[config.mk]
export PLATFORM = sky130hd
export DESIGN_NAME = sync_fifo_ctrl
export DESIGN_NICKNAME = d
export VERILOG_FILES = /design/src/rtl/fifo_pkg.sv /design/src/rtl/fifo_ptr.sv /design/src/rtl/sync_fifo_ctrl.sv
export SDC_FILE = /design/constraint.sdc
export NUM_CORES = 1
export LEC_CHECK = 0
export BUFFER_PORTS_ARGS = -buffer_cell sky130_fd_sc_hd__buf_2
export CAP_MARGIN = 20
export CORE_UTILIZATION = 41
export DETAILED_ROUTE_END_ITERATION = 8
export PLACE_DENSITY = 0.78
export SLEW_MARGIN = 20
export SYNTH_ARGS = -nofsm -noshare
export SYNTH_HDL_FRONTEND = slang
export SYNTH_SLANG_ARGS = --single-unit
[constraint.sdc]
create_clock -name clk -period 2.94 [get_ports clk]
set_clock_uncertainty 0.1 [all_clocks]
set_input_delay 0.294 -clock clk [delete_from_list [all_inputs] [get_ports clk]]
set_output_delay 0.294 -clock clk [all_outputs]
set_load 0.005 [all_outputs]
[src/rtl/fifo_pkg.sv]
// fifo_pkg: shared sizing helpers and status bit map
// for the synchronous FIFO controller slice.
package fifo_pkg;

    localparam int FIFO_WIDTH = 8;
    localparam int FIFO_DEPTH = 16;

    // Bit positions of the sticky error flags in the status map
    localparam int ERR_OVERFLOW  = 0;
    localparam int ERR_UNDERFLOW = 1;

    function automatic int addr_w(input int depth);
        return $clog2(depth);
    endfunction

endpackage

[src/rtl/fifo_ptr.sv]
// fifo_ptr: wrap-bit pointer, AW address bits plus one
// lap bit that toggles each time the address wraps to 0.
module fifo_ptr #(
    parameter int AW = 4
) (
    input  logic        clk,
    input  logic        rst,
    input  logic        inc,
    output logic [AW:0] ptr
);

    localparam logic [AW:0] ONE = {{AW{1'b0}}, 1'b1};

    always_ff @(posedge clk or posedge rst) begin
        if (rst) begin
            ptr <= '0;
        end else if (inc) begin
            ptr <= ptr + ONE;
        end
    end

endmodule

[src/rtl/sync_fifo_ctrl.sv]
// sync_fifo_ctrl: push/pop front end for a registered-read
// dual-port RAM with occupancy, level and sticky error status.
module sync_fifo_ctrl
    import fifo_pkg::*;
#(
    parameter int Width         = FIFO_WIDTH,
    parameter int Depth         = FIFO_DEPTH,
    parameter int AlmostFullLvl = 12,
    localparam int AW           = addr_w(Depth)
) (
    input  logic             clk,
    input  logic             rst,
    input  logic             push,
    input  logic [Width-1:0] pushData,
    output logic             pushReady,
    input  logic             pop,
    output logic             popValid,
    output logic [Width-1:0] popData,
    output logic             wrEn,
    output logic [AW-1:0]    wrAddr,
    output logic [Width-1:0] wrData,
    output logic [AW-1:0]    rdAddr,
    input  logic [Width-1:0] rdData,
    output logic [AW:0]      count,
    output logic             full,
    output logic             empty,
    output logic             almostFull,
    output logic             overflow,
    output logic             underflow,
    input  logic             clrErr
);

    localparam logic [AW:0] ONE    = {{AW{1'b0}}, 1'b1};
    localparam logic [AW:0] AF_LVL = (AW+1)'(AlmostFullLvl);

    logic [AW:0] wrPtr;
    logic [AW:0] rdPtr;
    logic [AW:0] cnt;
    logic        pushAcc;
    logic        popAcc;
    logic        pvQ;
    logic [1:0]  errEv;
    logic [1:0]  errQ;

    // Same address with different lap bits means a full lap ahead
    assign full  = (wrPtr[AW-1:0] == rdPtr[AW-1:0])
                && (wrPtr[AW] != rdPtr[AW]);
    assign empty = (wrPtr == rdPtr);

    assign pushAcc = push & ~full;
    assign popAcc  = pop & ~empty;

    assign pushReady  = ~full;
    assign wrEn       = pushAcc;
    assign wrAddr     = wrPtr[AW-1:0];
    assign wrData     = pushData;
    assign rdAddr     = rdPtr[AW-1:0];
    assign popData    = rdData;
    assign popValid   = pvQ;
    assign count      = cnt;
    assign almostFull = (cnt >= AF_LVL);

    assign errEv[ERR_OVERFLOW]  = push & full;
    assign errEv[ERR_UNDERFLOW] = pop & empty;
    assign overflow  = errQ[ERR_OVERFLOW];
    assign underflow = errQ[ERR_UNDERFLOW];

    fifo_ptr #(.AW(AW)) u_wr_ptr (
        .clk (clk),
        .rst (rst),
        .inc (pushAcc),
        .ptr (wrPtr)
    );

    fifo_ptr #(.AW(AW)) u_rd_ptr (
        .clk (clk),
        .rst (rst),
        .inc (popAcc),
        .ptr (rdPtr)
    );

    always_ff @(posedge clk or posedge rst) begin
        if (rst) begin
            cnt <= '0;
        end else begin
            unique case ({pushAcc, popAcc})
                2'b10:   cnt <= cnt + ONE;
                2'b01:   cnt <= cnt - ONE;
                default: cnt <= cnt;
            endcase
        end
    end

    // RAM read data lands one edge after the pop is sampled
    always_ff @(posedge clk or posedge rst) begin
        if (rst) begin
            pvQ <= 1'b0;
        end else begin
            pvQ <= popAcc;
        end
    end

    // A new error outranks a clear in the same cycle
    always_ff @(posedge clk or posedge rst) begin
        if (rst) begin
            errQ <= '0;
        end else begin
            errQ <= errEv | (errQ & {2{~clrErr}});
        end
    end

endmodule

After elaboration in Yosys (flattened, before gate mapping) --
Cells that the tools add are included.
Word-level totals: register bits 18, output and inout bits 37, word-level logic and storage cells 27, bits of input ports 21
Operators by class: equality and inequality tests 5, order comparisons 1, $add $sub $neg 4, mux-type cells 1, reductions and logical operators 2, bitwise logic cells 9
Operators by type and width (number):
- 5-bit by 1-bit adder with 5-bit output (second input constant) | 3
- 5-bit case mux with 2 select lines | 1
- 5-bit equality test | 1
- 5-bit by 4-bit >= comparator with 1-bit output (second input constant) | 1
- 5-bit by 1-bit subtractor with 5-bit output (second input constant) | 1
- 1-bit AND | 4
- 4-bit equality test | 1
- 1-bit inverter | 3
- 2-bit AND | 1
- 2-bit by 1-bit equality test with 1-bit output (second input constant) | 1
- 2-bit equality test (second input constant) | 1
- 2-bit bitwise OR | 1
- 2-bit nonzero test | 1
- 1-bit logical AND | 1
- 1-bit != test | 1

Depth between registers and ports, before layout --
Gate-level depths: netlist (run 1).
depth in word-level cells 6, gate-level depth with buffers 11, mapped depth without buffers 11

Cells and area by module --
From an unflattened synthesis (run 1), not the netlist that was laid out.
Second synthesis, totals: cell total of the unflattened synthesis 107, area total of the unflattened synthesis 1109.8 um^2
By module, submodules not included:
- sync_fifo_ctrl | cells an instance 77, area an instance 701.9 um^2, times used 1, sequential area each 200.2 um^2
- fifo_ptr | cells an instance 15, area an instance 203.9 um^2, times used 2, sequential area each 125.1 um^2

Least setup slack after synthesis (run 1) --
OpenSTA, ideal clock, no wires.
path type reg-to-reg, start register u_wr_ptr.ptr[1], end register cnt[4], in the netlist count[4], required time 2736 ps, data arrival time 2520 ps, stages on the path, launching flop included 11, path buffers 0, clock period less this slack 2724 ps, slack 216 ps, setup time 104 ps, path through dfrtp_1 > xnor2_1 > nand4_4 > o21ai_2 > inv_1 > ha_1 > ha_1 > nor2b_1 > o21a_1 > or2_2 > o311ai_1
Between the ends: elaborated cells between the ends (all ways) 11, those cells by class eq/ne (4); mux (1); bitwise (4); reduce/logical (2)
RTL lines:
- from (decl) | RTL line fifo_ptr.sv:9 | output logic [AW:0] ptr
- from (signal assigned) | RTL line fifo_ptr.sv:18 | ptr <= ptr + ONE;
- 5-bit equality test (*) | RTL line sync_fifo_ctrl.sv:48 | assign empty = (wrPtr == rdPtr);
- 1-bit inverter (*) | RTL line sync_fifo_ctrl.sv:51 | assign popAcc = pop & ~empty;
- 1-bit AND (*) | RTL line sync_fifo_ctrl.sv:51
- via popAcc | RTL line sync_fifo_ctrl.sv:40 | logic popAcc;
- 2-bit by 1-bit equality test with 1-bit output or 2-bit equality test (tied branches) | RTL line sync_fifo_ctrl.sv:86 | unique case ({pushAcc, popAcc})
- 5-bit case mux with 2 select lines or 2-bit nonzero test (tied branches)
- to (signal assigned) | RTL line sync_fifo_ctrl.sv:87 | 2'b10: cnt <= cnt + ONE;
- to (signal assigned) | RTL line sync_fifo_ctrl.sv:88 | 2'b01: cnt <= cnt - ONE;
- to (signal assigned) | RTL line sync_fifo_ctrl.sv:89 | default: cnt <= cnt;
- to (decl) | RTL line sync_fifo_ctrl.sv:38 | logic [AW:0] cnt;
Mark *: on every way through the listed nets, which the timed path passes. The rest lies on a longest branch. A chain may end at the register's enable or synchronous reset.

Worst setup path in the final report (run 1) --
start register u_wr_ptr.ptr[2], end register cnt[4], in the netlist count[4]
Between the ends: word-level cells in the longest chain between the ends 6, elaborated cells between the ends (all ways) 11, those cells by class eq/ne (4); mux (1); bitwise (4); reduce/logical (2)
Ends and longest elaborated chain:
- 4-bit equality test | RTL line sync_fifo_ctrl.sv:46 | assign full = (wrPtr[AW-1:0] == rdPtr[AW-1:0])
- 1-bit logical AND | RTL line sync_fifo_ctrl.sv:47 | && (wrPtr[AW] != rdPtr[AW]);
- 1-bit inverter | RTL line sync_fifo_ctrl.sv:50 | assign pushAcc = push & ~full;
- 1-bit AND | RTL line sync_fifo_ctrl.sv:50
- 2-bit by 1-bit equality test with 1-bit output or 2-bit equality test (tied branches) | RTL line sync_fifo_ctrl.sv:86
- 5-bit case mux with 2 select lines or 2-bit nonzero test (tied branches)
Several ways; a longest one is shown, not always the timed one.

==> results of run 1 <==
-- metal layers --
layer  wire length [um]  up-vias  global-route usage
li1                   -      382                   -
met1                889      381              0.1749
met2                992       30              0.2330
met3                174        6             0.05760
met4                 23        0             0.04530
met5                  0        -                   0
-- registers in the layout (all words and copies together) (netlist names) --
| name | cells |
|---|---|
| popValid | 1 |
| count | 5 |
| u_wr_ptr.ptr | 5 |
| u_rd_ptr.ptr | 5 |
| errQ | 2 |
-- where the power goes --
group / internal, uW / switching, uW
sequential: 369 / 161
combinational: 447 / 391
clock: 75.5 / 82.3
-- what timing repair did --
item | CTS | global route
resized for setup | 0 | 2
endpoints found under the setup margin | 0 | 1
hold endpoints to repair | 2 | 0
hold buffers | 1 | 0
setup buffers | 0 | 0
-- logic make-up (layout without fill, tap and decap cells) --
group,Yosys count,in the layout
buffers and inverters,33,41
muxes,4,4
DFF,18,18
xor gates and xnor gates,16,16
AOI/OAI and AO/OA,21,21
adders and majority gates,7,7
and+or+nand+nor,15,15
-- cell usage in the layout (no fill, tap or decap), drive strengths merged --
master	n
o311ai	2
o21ai	6
or2	1
a21oi	1
a22o	2
nand2	3
dfrtp	18
nand2b	1
a21boi	1
and3	3
xnor2	13
mux2i	1
nor3	1
mux2	3
clkbuf	4
fa	1
ha	6
nand4	2
buf	28
dlygate4sd3	1
xor2	3
o211ai	6
nor2	3
a21o	2
inv	8
o21a	1
nor2b	1
-- final cells by class --
type,count,area [um^2],share of cell area
sequential,18,450.4,0.3495
clock buffer,4,36.28,0.02816
multi-input combinational,63,575.6,0.4466
inverter,8,30.03,0.02330
tap,31,38.79,0.03010
timing repair buffer,29,157.7,0.1223
-- through the flow --
stage	hold slack [ps]	instances	setup WS (ps)	cell area, um^2	util
2_1_floorplan	132.6	114	216.4	1230	-
3_3_place_gp	328.9	148	227.4	1232	0.4393
3_5_place_dp	349.0	148	83.79	1232	0.4393
4_1_cts	162.3	153	65.54	1279	0.4558
5_1_grt	159.6	153	16.53	1289	0.4594
6_report	174.6	153	158.1	1289	0.4594
-- final timing paths --
check                                start        to  slack (ps)  cells past startpoint
setup / recovery           u_wr_ptr.ptr[2]  count[4]         160                      9
setup reg to reg           u_wr_ptr.ptr[2]  count[4]         160                      9
hold reg to reg                   count[0]  count[0]         420                      1
hold / removal                         pop  popValid         170                      3
min in group asynchronous              rst  count[4]         520                      3
max in group asynchronous              rst  count[2]        1790                      3
-- worst register-to-register path: stages (launching register included) --
cell	delay (ps)
dfrtp_1	470
xnor2_2	220
nand4_4	190
o21ai_4	230
ha_2	290
ha_1	290
nor2b_1	160
o21a_1	190
o311ai_0	350
o311ai_1	150
==> flow_metrics.py, run 1 <==
metrics = {
    "setup_path": {
        "critical_path.cell_chain": "xnor2_2 -> nand4_4 -> o21ai_4 -> ha_2 -> ha_1 -> nor2b_1 -> o21a_1 -> o311ai_0 -> o311ai_1",
        "largest_incremental_delay_on_the_critical_path_ps": 470,
        "worst-endpoint-required_ps": 3010,
        "crit_path_buf_inv_count": 0,
        "crit_type": "flip-flop to flip-flop",
        "critical-path-top-delay-family": "compound AO/OA/AOI/OAI gates",
        "critPathSlowestCell": "dfrtp_1",
        "critPathMaxFanout": 7,
        "arrival_ps": 2860,
        "worstSetupStartpointType": "flip-flop",
        "setup.worst_path.end_class": "flip-flop",
    },
    "cts": {
        "worstSkewPairLatency_ps": 300,
        "tritoncts": "built",
        "clockRootBuffer": "clkbuf_4",
        "tritoncts_num_sinks": 18,
        "cts.reportedPaths.clkPinSlew_ps": 110,
        "clock_tree.buffer_depth": 2,
        "cts_buffers": 3,
        "clock_tree.htree_level_count": 1,
    },
    "sta": {
        "fmax_ghz": 0.3595,
        "min_period_over_period": 0.9462,
        "final_report_setup_violation_count": 0,
        "final_hold_violation_count": 0,
        "max_slew.worst_pin.slew_ps": 674.9,
        "layout_min_cycle_time_ps": 2782,
        "rsz0062_at_grt": "no",
        "setup-tns-final_ps": 0,
        "report.final.slew_viol_count": 0,
        "max_slew_margin": 0.5496,
    },
    "power_and_ir_drop": {
        "power.density_cell_area_nw_per_um2": 1184,
        "ir_worst_vdd_mv": 0.5043,
        "cellLeakagePower_uw": 0.0006325,
        "overall_power_consumption_uw": 1526,
    },
    "drt": {
        "ant_nets": 0,
        "via_per_inst": 5.222,
        "post-route-drc-count": 6,
        "detail_route.wirelength_um": 2078,
        "initialDrtViolationCount": 20,
        "drtPass1Iterations": 6,
        "route.detailed.wl_per_inst_um": 13.58,
        "vias": 799,
    },
    "synthesis": {
        "synth_mux_area_frac": 0.04171,
        "synth_warnings": 0,
        "synth-edff-count": 0,
        "syn-instance-count": 114,
        "yosys.cell_count.top_type": "buf_4",
        "main_combinational_cell_family_by_area_after_synthesis": "buffers and inverters",
        "post_synthesis_adder_cell_area_fraction": 0.07731,
        "synth-compound-area-share": 0.1333,
        "synthXorXnorAreaFrac": 0.1322,
        "post_synth_and_or_nand_nor_area_fraction": 0.07528,
        "synth.yosys.seq_area_share": 0.3662,
        "post_synth_main_area_contributors": "dfrtp_1 (37%), buf_4 (15%), xnor2_1 (7.1%)",
        "yosys.area.top_type_share": 0.3662,
        "synth_nets": 142,
        "yosysUniqueCellTypes": 32,
        "yosys-top-cells-count": "buf_4 (24), dfrtp_1 (18), xnor2_1 (10), inv_1 (8)",
        "yosys.area.top_type": "dfrtp_1",
        "synth-seq-cells": 18,
        "syn_avg_cell_area_um2": 10.79,
        "asyncSetResetFlopFracSynth": 1.000,
        "ys_dominant_reg_cell": "dfrtp_1",
        "netlist_area_um2": 1230,
    },
    "hold_path": {
        "hold_class": "primary input to flip-flop",
    },
    "floorplanning": {
        "ios": 58,
        "initial_util": 0.4384,
        "die_x_um": 56.77,
        "die_area_um2": 3223,
        "area_of_the_core_region_um2": 2805,
        "std_cell_rows": 19,
        "die-height_um": 56.77,
    },
    "placement": {
        "port-buffer-count": 25,
        "place.gp.congestion": 0.8011,
        "dp_hpwl_um": 1589,
    },
    "finish": {
        "finish.net_count": 151,
        "diodes": 0,
        "area_growth_syn_to_layout_pct": 4.782,
        "number_of_fill_cells_in_the_layout": 267,
        "layout-drive-gt1-share": 0.3689,
    },
    "global_routing": {
        "grt_pass1_vias": 804,
        "grt_antenna_before_repair": 0,
        "largest_net_degree_at_the_start_of_global_routing": 19,
        "grt_usage": 0.1439,
        "globalRouteOverflowTotal": 0,
        "wire_length_of_the_first_global_routing_pass_um": 3615,
    },
    "run": {
        "max_cap_viol_count": 0,
    },
    "run_status": {
        "failing_checks": "design-rule violations",
        "status": "complete, but fails checks",
    },
}
No activity file was read; power rests on OpenSTA's default activity.
==> run 2: changes to the inputs <==
==> constraint.sdc (replaced) <==
create_clock -name clk -period 2.94 [get_ports clk]
set_clock_uncertainty 0.1 [all_clocks]
set_input_delay 0.294 -clock clk [delete_from_list [all_inputs] [get_ports clk]]
set_output_delay 0.294 -clock clk [all_outputs]
set_load 0.1 [all_outputs]
==> run 2 against run 1 <==
Effect of this change: the run ends with design-rule violations, negative hold slack left; worst hold slack got worse by 180 ps; clock-buffer cell count fell by 1; worst setup slack improved by 24 ps; critical path depth rose by 1; utilization fell by 0.31 points; routed wire length fell by 3.0%; die area did not move; critical endpoint unchanged.
==> flow_metrics.py, run 2 (synthesis gave the netlist of run 1 again) <==
metrics = {
    "setup_path": {
        "regToRegEndpoint": "count[4]",
        "critPathMaxFanout": 7,
        "critPathSlowestCell": "dfrtp_2",
        "ff2ff_path_depth": 10,
        "largest_incremental_delay_on_the_critical_path_ps": 460,
        "crit_type": "flip-flop to flip-flop",
        "worst-endpoint-required_ps": 3030,
        "worstSetupStartpoint": "u_rd_ptr.ptr[2]",
        "critical_path.cell_chain": "xnor2_2 -> nand4_4 -> o21ai_4 -> inv_1 -> ha_2 -> ha_1 -> nor2b_1 -> o21a_1 -> or2_2 -> o311ai_1",
        "timing.reg2reg.setup_slack_ps": 180,
        "worstSetupStartpointType": "flip-flop",
        "reg2reg_from": "u_rd_ptr.ptr[2]",
        "setup.worst_path.end_class": "flip-flop",
        "arrival_ps": 2850,
        "worst_setup_ep": "count[4]",
    },
    "placement": {
        "place.gp.congestion": 0.7562,
        "port-buffer-count": 25,
        "dp_hpwl_um": 1516,
    },
    "finish": {
        "most-common-layout-cells": "buf_2 (25), dfrtp_1 (14), inv_1 (8), xnor2_1 (8), o211ai_1 (6)",
        "layout-drive-gt1-share": 0.4153,
        "finish.net_count": 148,
        "layout_commonest_cell": "buf_2",
        "area_growth_syn_to_layout_pct": 4.069,
        "diodes": 0,
    },
    "sta": {
        "layout_min_cycle_time_ps": 2757,
        "final_report_setup_violation_count": 0,
        "max_slew_margin": 0.5382,
        "report.final.slew_viol_count": 0,
        "setup-tns-final_ps": 0,
        "rsz0062_at_grt": "no",
        "final_hold_violation_count": 15,
        "fmax_ghz": 0.3627,
        "max_slew.worst_pin.slew_ps": 692.0,
        "holdWs_ps": -5.184,
        "min_period_over_period": 0.9379,
    },
    "drt": {
        "drtPass1Iterations": 6,
        "via_per_inst": 5.295,
        "initialDrtViolationCount": 30,
        "ant_nets": 0,
        "route.detailed.wl_per_inst_um": 13.52,
        "vias": 789,
        "detail_route.wirelength_um": 2015,
        "post-route-drc-count": 6,
    },
    "floorplanning": {
        "die_area_um2": 3223,
        "std_cell_rows": 19,
        "area_of_the_core_region_um2": 2805,
        "die-height_um": 56.77,
        "initial_util": 0.4384,
        "ios": 58,
        "die_x_um": 56.77,
    },
    "global_routing": {
        "grt_usage": 0.1323,
        "grt_pass1_vias": 729,
        "wire_length_of_the_first_global_routing_pass_um": 3318,
        "largest_net_degree_at_the_start_of_global_routing": 19,
        "grt_antenna_before_repair": 0,
        "globalRouteOverflowTotal": 0,
    },
    "cts": {
        "cts_buffers": 3,
        "cts.reportedPaths.clkPinSlew_ps": 100,
        "holdBufCountCts": 0,
        "worstSkewPairLatency_ps": 290,
        "tritoncts": "built",
        "clock_tree.htree_level_count": 1,
        "tritoncts_num_sinks": 18,
        "clockRootBuffer": "clkbuf_4",
        "clock_tree.buffer_depth": 2,
    },
    "run_status": {
        "status": "complete, but fails checks",
        "failing_checks": "design-rule violations, negative hold slack",
    },
    "run": {
        "max_cap_viol_count": 0,
    },
    "hold_path": {
        "hold_class": "primary input to asynchronous set/reset pin",
    },
}
[run 2: final cells by class]
type	instances	area (um^2)
clock buffer	3	22.52
fill	278	1525
timing repair buffer	26	132.6
sequential	18	455.4
multi-input combinational	63	600.6
tap	31	38.79
inverter	8	30.03
[run 2: per-stage QoR]
| stage | std cells | hold slack (ps) | area (um^2) | setup WS, ps | util |
|---|---|---|---|---|---|
| 6_report | 149 | -5.184 | 1280 | 182.6 | 0.4563 |
| 4_1_cts | 149 | 13.89 | 1242 | 50.10 | 0.4429 |
| 2_1_floorplan | 114 | 132.6 | 1232 | 102.3 | - |
| 3_3_place_gp | 146 | 332.4 | 1220 | 174.9 | 0.4349 |
| 3_5_place_dp | 146 | 340.8 | 1220 | 82.92 | 0.4349 |
| 5_1_grt | 149 | 52.11 | 1280 | 14.01 | 0.4563 |
[run 2: timing repair]
action | in CTS | in global routing
setup endpoints to repair | 0 | 1
setup buffers | 0 | 0
gates resized for setup | 0 | 10
[run 2: per-layer routing]
layer	track usage	vias up	share of wire
li1	-	372	-
met1	0.1548	373	0.42
met2	0.2347	36	0.49
met3	0.04839	8	0.076
met4	0.02091	0	0.014
met5	0	-	0
[run 2: worst min path at each step]
stage	startpoint	to
6_report	rst	u_rd_ptr.ptr[1]
5_1_grt	rst	count[4]
4_1_cts	rst	count[4]
3_5_place_dp	rst	count[4]
3_3_place_gp	rst	count[4]
2_1_floorplan	rst	count[0]
[run 2: worst max-delay path: cells and delay by family, from the launching register on]
| family | cells | cell delay [ps] |
|---|---|---|
| fa+ha+maj | 2 | 540 |
| xor+xnor | 1 | 230 |
| compound gates | 3 | 660 |
| simple gates | 3 | 590 |
| buf+inv | 1 | 80 |
| flops | 1 | 460 |
Power of run 2 is not shown: default switching activity piles up to over one toggle a cycle in this logic, so the estimate is an artifact.
==> run 3: changes to the inputs <==
--- a/config.mk
+++ b/config.mk
@@ -5,11 +5,12 @@
 export SDC_FILE = /design/constraint.sdc
 export NUM_CORES = 1
 export LEC_CHECK = 0
+export ABC_AREA = 1
 export BUFFER_PORTS_ARGS = -buffer_cell sky130_fd_sc_hd__buf_2
 export CAP_MARGIN = 20
-export CORE_UTILIZATION = 41
+export CORE_UTILIZATION = 42
 export DETAILED_ROUTE_END_ITERATION = 8
-export PLACE_DENSITY = 0.78
+export PLACE_DENSITY = 0.79
 export SLEW_MARGIN = 20
 export SYNTH_ARGS = -nofsm -noshare
 export SYNTH_HDL_FRONTEND = slang
==> run 3 against run 2 <==
Effect of this change: the flow still finishes with violations (design-rule violations, negative hold slack); routed wire length rose by 9.9%; global-route usage rose by 1.2 points; final area rose by 1.3%; utilization rose by 0.19 points; synthesized cell count rose by 39%; sequential share of layout area fell by 0.83 points; non-clock buffer count fell by 1.
==> flow_metrics.py, run 3 <==
metrics = {
    "global_routing": {
        "wire_length_of_the_first_global_routing_pass_um": 3581,
        "largest_net_degree_at_the_start_of_global_routing": 19,
        "grt_usage": 0.1440,
        "grt_pass1_vias": 792,
        "globalRouteOverflowTotal": 0,
        "grt_antenna_before_repair": 0,
    },
    "sta": {
        "min_period_over_period": 0.9010,
        "report.final.slew_viol_count": 0,
        "holdWs_ps": -23.16,
        "max_slew_margin": 0.5481,
        "layout_min_cycle_time_ps": 2649,
        "final_report_setup_violation_count": 0,
        "rsz0062_at_grt": "no",
        "setup-tns-final_ps": 0,
        "final_hold_violation_count": 18,
        "max_slew.worst_pin.slew_ps": 677.1,
        "fmax_ghz": 0.3775,
    },
    "setup_path": {
        "arrival_ps": 2790,
        "ff2ff_path_depth": 14,
        "worst-endpoint-required_ps": 3080,
        "worstSetupStartpointType": "flip-flop",
        "worstSetupStartpoint": "u_wr_ptr.ptr[0]",
        "critPathMaxFanout": 8,
        "critical_path.cell_chain": "inv_1 -> nand2_1 -> nand2_1 -> nor2_2 -> nand3_4 -> nand2_2 -> inv_1 -> ha_1 -> ha_1 -> or2_2 -> nand2_1 -> xor2_1 -> nand2_1 -> nand2_1",
        "regToRegEndpoint": "count[4]",
        "largest_incremental_delay_on_the_critical_path_ps": 460,
        "crit_path_frequent_cell": "nand2_1",
        "crit_type": "flip-flop to flip-flop",
        "timing.reg2reg.setup_slack_ps": 290,
        "setup.worst_path.end_class": "flip-flop",
        "critPathSlowestCell": "dfrtp_1",
        "reg2reg_from": "u_wr_ptr.ptr[0]",
    },
    "floorplanning": {
        "ios": 58,
        "initial_util": 0.4525,
        "area_of_the_core_region_um2": 2829,
        "std_cell_rows": 19,
        "die_x_um": 57.21,
        "die-height_um": 57.21,
        "die_area_um2": 3272,
    },
    "finish": {
        "area_growth_syn_to_layout_pct": 1.270,
        "number_of_fill_cells_in_the_layout": 278,
        "final_core_util": 0.4582,
        "layout_commonest_cell": "nand2_1",
        "diodes": 0,
        "finish.net_count": 192,
        "layout-drive-gt1-share": 0.2331,
        "most-common-layout-cells": "nand2_1 (40), buf_2 (25), inv_1 (23)",
    },
    "cts": {
        "cts_resized": 0,
        "cts.reportedPaths.clkPinSlew_ps": 110,
        "cts_buffers": 3,
        "clock_tree.htree_level_count": 1,
        "holdBufCountCts": 0,
        "clockRootBuffer": "clkbuf_4",
        "tritoncts": "built",
        "cts.repair_timing.setup_buffer_count": 0,
        "tritoncts_num_sinks": 18,
        "clock_tree.buffer_depth": 2,
        "worstSkewPairLatency_ps": 290,
    },
    "drt": {
        "post-route-drc-count": 4,
        "ant_nets": 0,
        "drtPass1Iterations": 6,
        "route.detailed.wl_per_inst_um": 11.42,
        "vias": 902,
        "via_per_inst": 4.649,
        "detail_route.wirelength_um": 2215,
        "initialDrtViolationCount": 28,
    },
    "synthesis": {
        "post_synth_main_area_contributors": "dfrtp_1 (35%), buf_4 (14%), nand2_1 (12%)",
        "asyncSetResetFlopFracSynth": 1.000,
        "yosysUniqueCellTypes": 24,
        "yosys-top-cells-count": "nand2_1 (40), buf_4 (24), inv_1 (23), dfrtp_1 (18), nand3_1 (16)",
        "netlist_area_um2": 1280,
        "yosys.area.top_type": "dfrtp_1",
        "synth-edff-count": 0,
        "ys_dominant_reg_cell": "dfrtp_1",
        "yosys.area.top_type_share": 0.3519,
        "synth_warnings": 0,
        "syn-instance-count": 159,
        "synth-seq-cells": 18,
        "yosys.cell_count.top_type": "nand2_1",
        "syn_avg_cell_area_um2": 8.050,
        "synth.yosys.seq_area_share": 0.3519,
        "synth_nets": 187,
    },
    "placement": {
        "place.gp.congestion": 0.8194,
        "port-buffer-count": 25,
        "dp_hpwl_um": 1711,
    },
    "run_status": {
        "failing_checks": "design-rule violations, negative hold slack",
        "status": "complete, but fails checks",
    },
    "hold_path": {
        "hold_class": "primary input to asynchronous set/reset pin",
    },
    "run": {
        "max_cap_viol_count": 0,
    },
}
==> run 3: changes by cell type in the layout (fill, tap and decap cells not counted), moves of 3 or more <==
cell      previous run  this run
xor2_1               2         5
xnor2_2              5         0
nand2_1              3        40
dfrtp_2              4         0
and3_1               3         0
dfrtp_1             14        18
xnor2_1              8         5
inv_1                8        23
nand3_1              0        16
o211ai_1             6         0
==> run 3: logic make-up after synthesis <==
kind of cell | after synthesis | share of synthesized area
buffers and inverters | 49 | 0.2141
xor gates and xnor gates | 10 | 0.06842
and+or+nand+nor | 68 | 0.2561
AOI/OAI and AO/OA | 7 | 0.03519
adders and majority gates | 7 | 0.07429
DFF | 18 | 0.3519
==> run 3: layer usage <==
metal	wire, um	track usage
met2	939	0.2034
met4	33	0.06969
met3	111	0.02721
met5	0	0
met1	1131	0.2120
==> run 3: final cells by class <==
cell class                      instances  area [um^2]  share of cell area
Clock buffer                            4        36.28             0.02799
Sequential cell                        18        450.4              0.3475
Tap cell                               31        38.79             0.02992
Multi-Input combinational cell         92        555.5              0.4286
Timing Repair Buffer                   25        125.1             0.09653
Inverter                               24        90.09             0.06950
==> run 3: worst max-delay path: cells and delay by family, from the launching register on <==
| kind | cells | cell delay [ps] |
|---|---|---|
| xor+xnor | 1 | 140 |
| fa+ha+maj | 2 | 590 |
| buf+inv | 2 | 180 |
| flops | 1 | 460 |
| simple gates | 9 | 1110 |
==> run 3: worst max-delay path by stage <==
stage | end | slack, ps | depth (start not counted)
2_1_floorplan | count[4] | 290 | 16
3_3_place_gp | count[4] | 330 | 14
3_5_place_dp | count[4] | 340 | 14
4_1_cts | count[4] | 290 | 14
5_1_grt | count[4] | 90 | 14
6_report | count[4] | 290 | 14
==> run 3: metrics by stage <==
step / hold WS (ps) / instance area [um^2] / worst slack [ps] / cells
after floorplan: 132.6 / 1280 / 287.6 / 159
after global placement: 342.4 / 1260 / 326.4 / 190
after detailed placement: 343.0 / 1260 / 336.4 / 190
after CTS: 9.557 / 1296 / 293.2 / 194
after global routing: 41.08 / 1296 / 92.84 / 194
final: -23.16 / 1296 / 291.1 / 194
Power of run 3 is left out for the same reason.
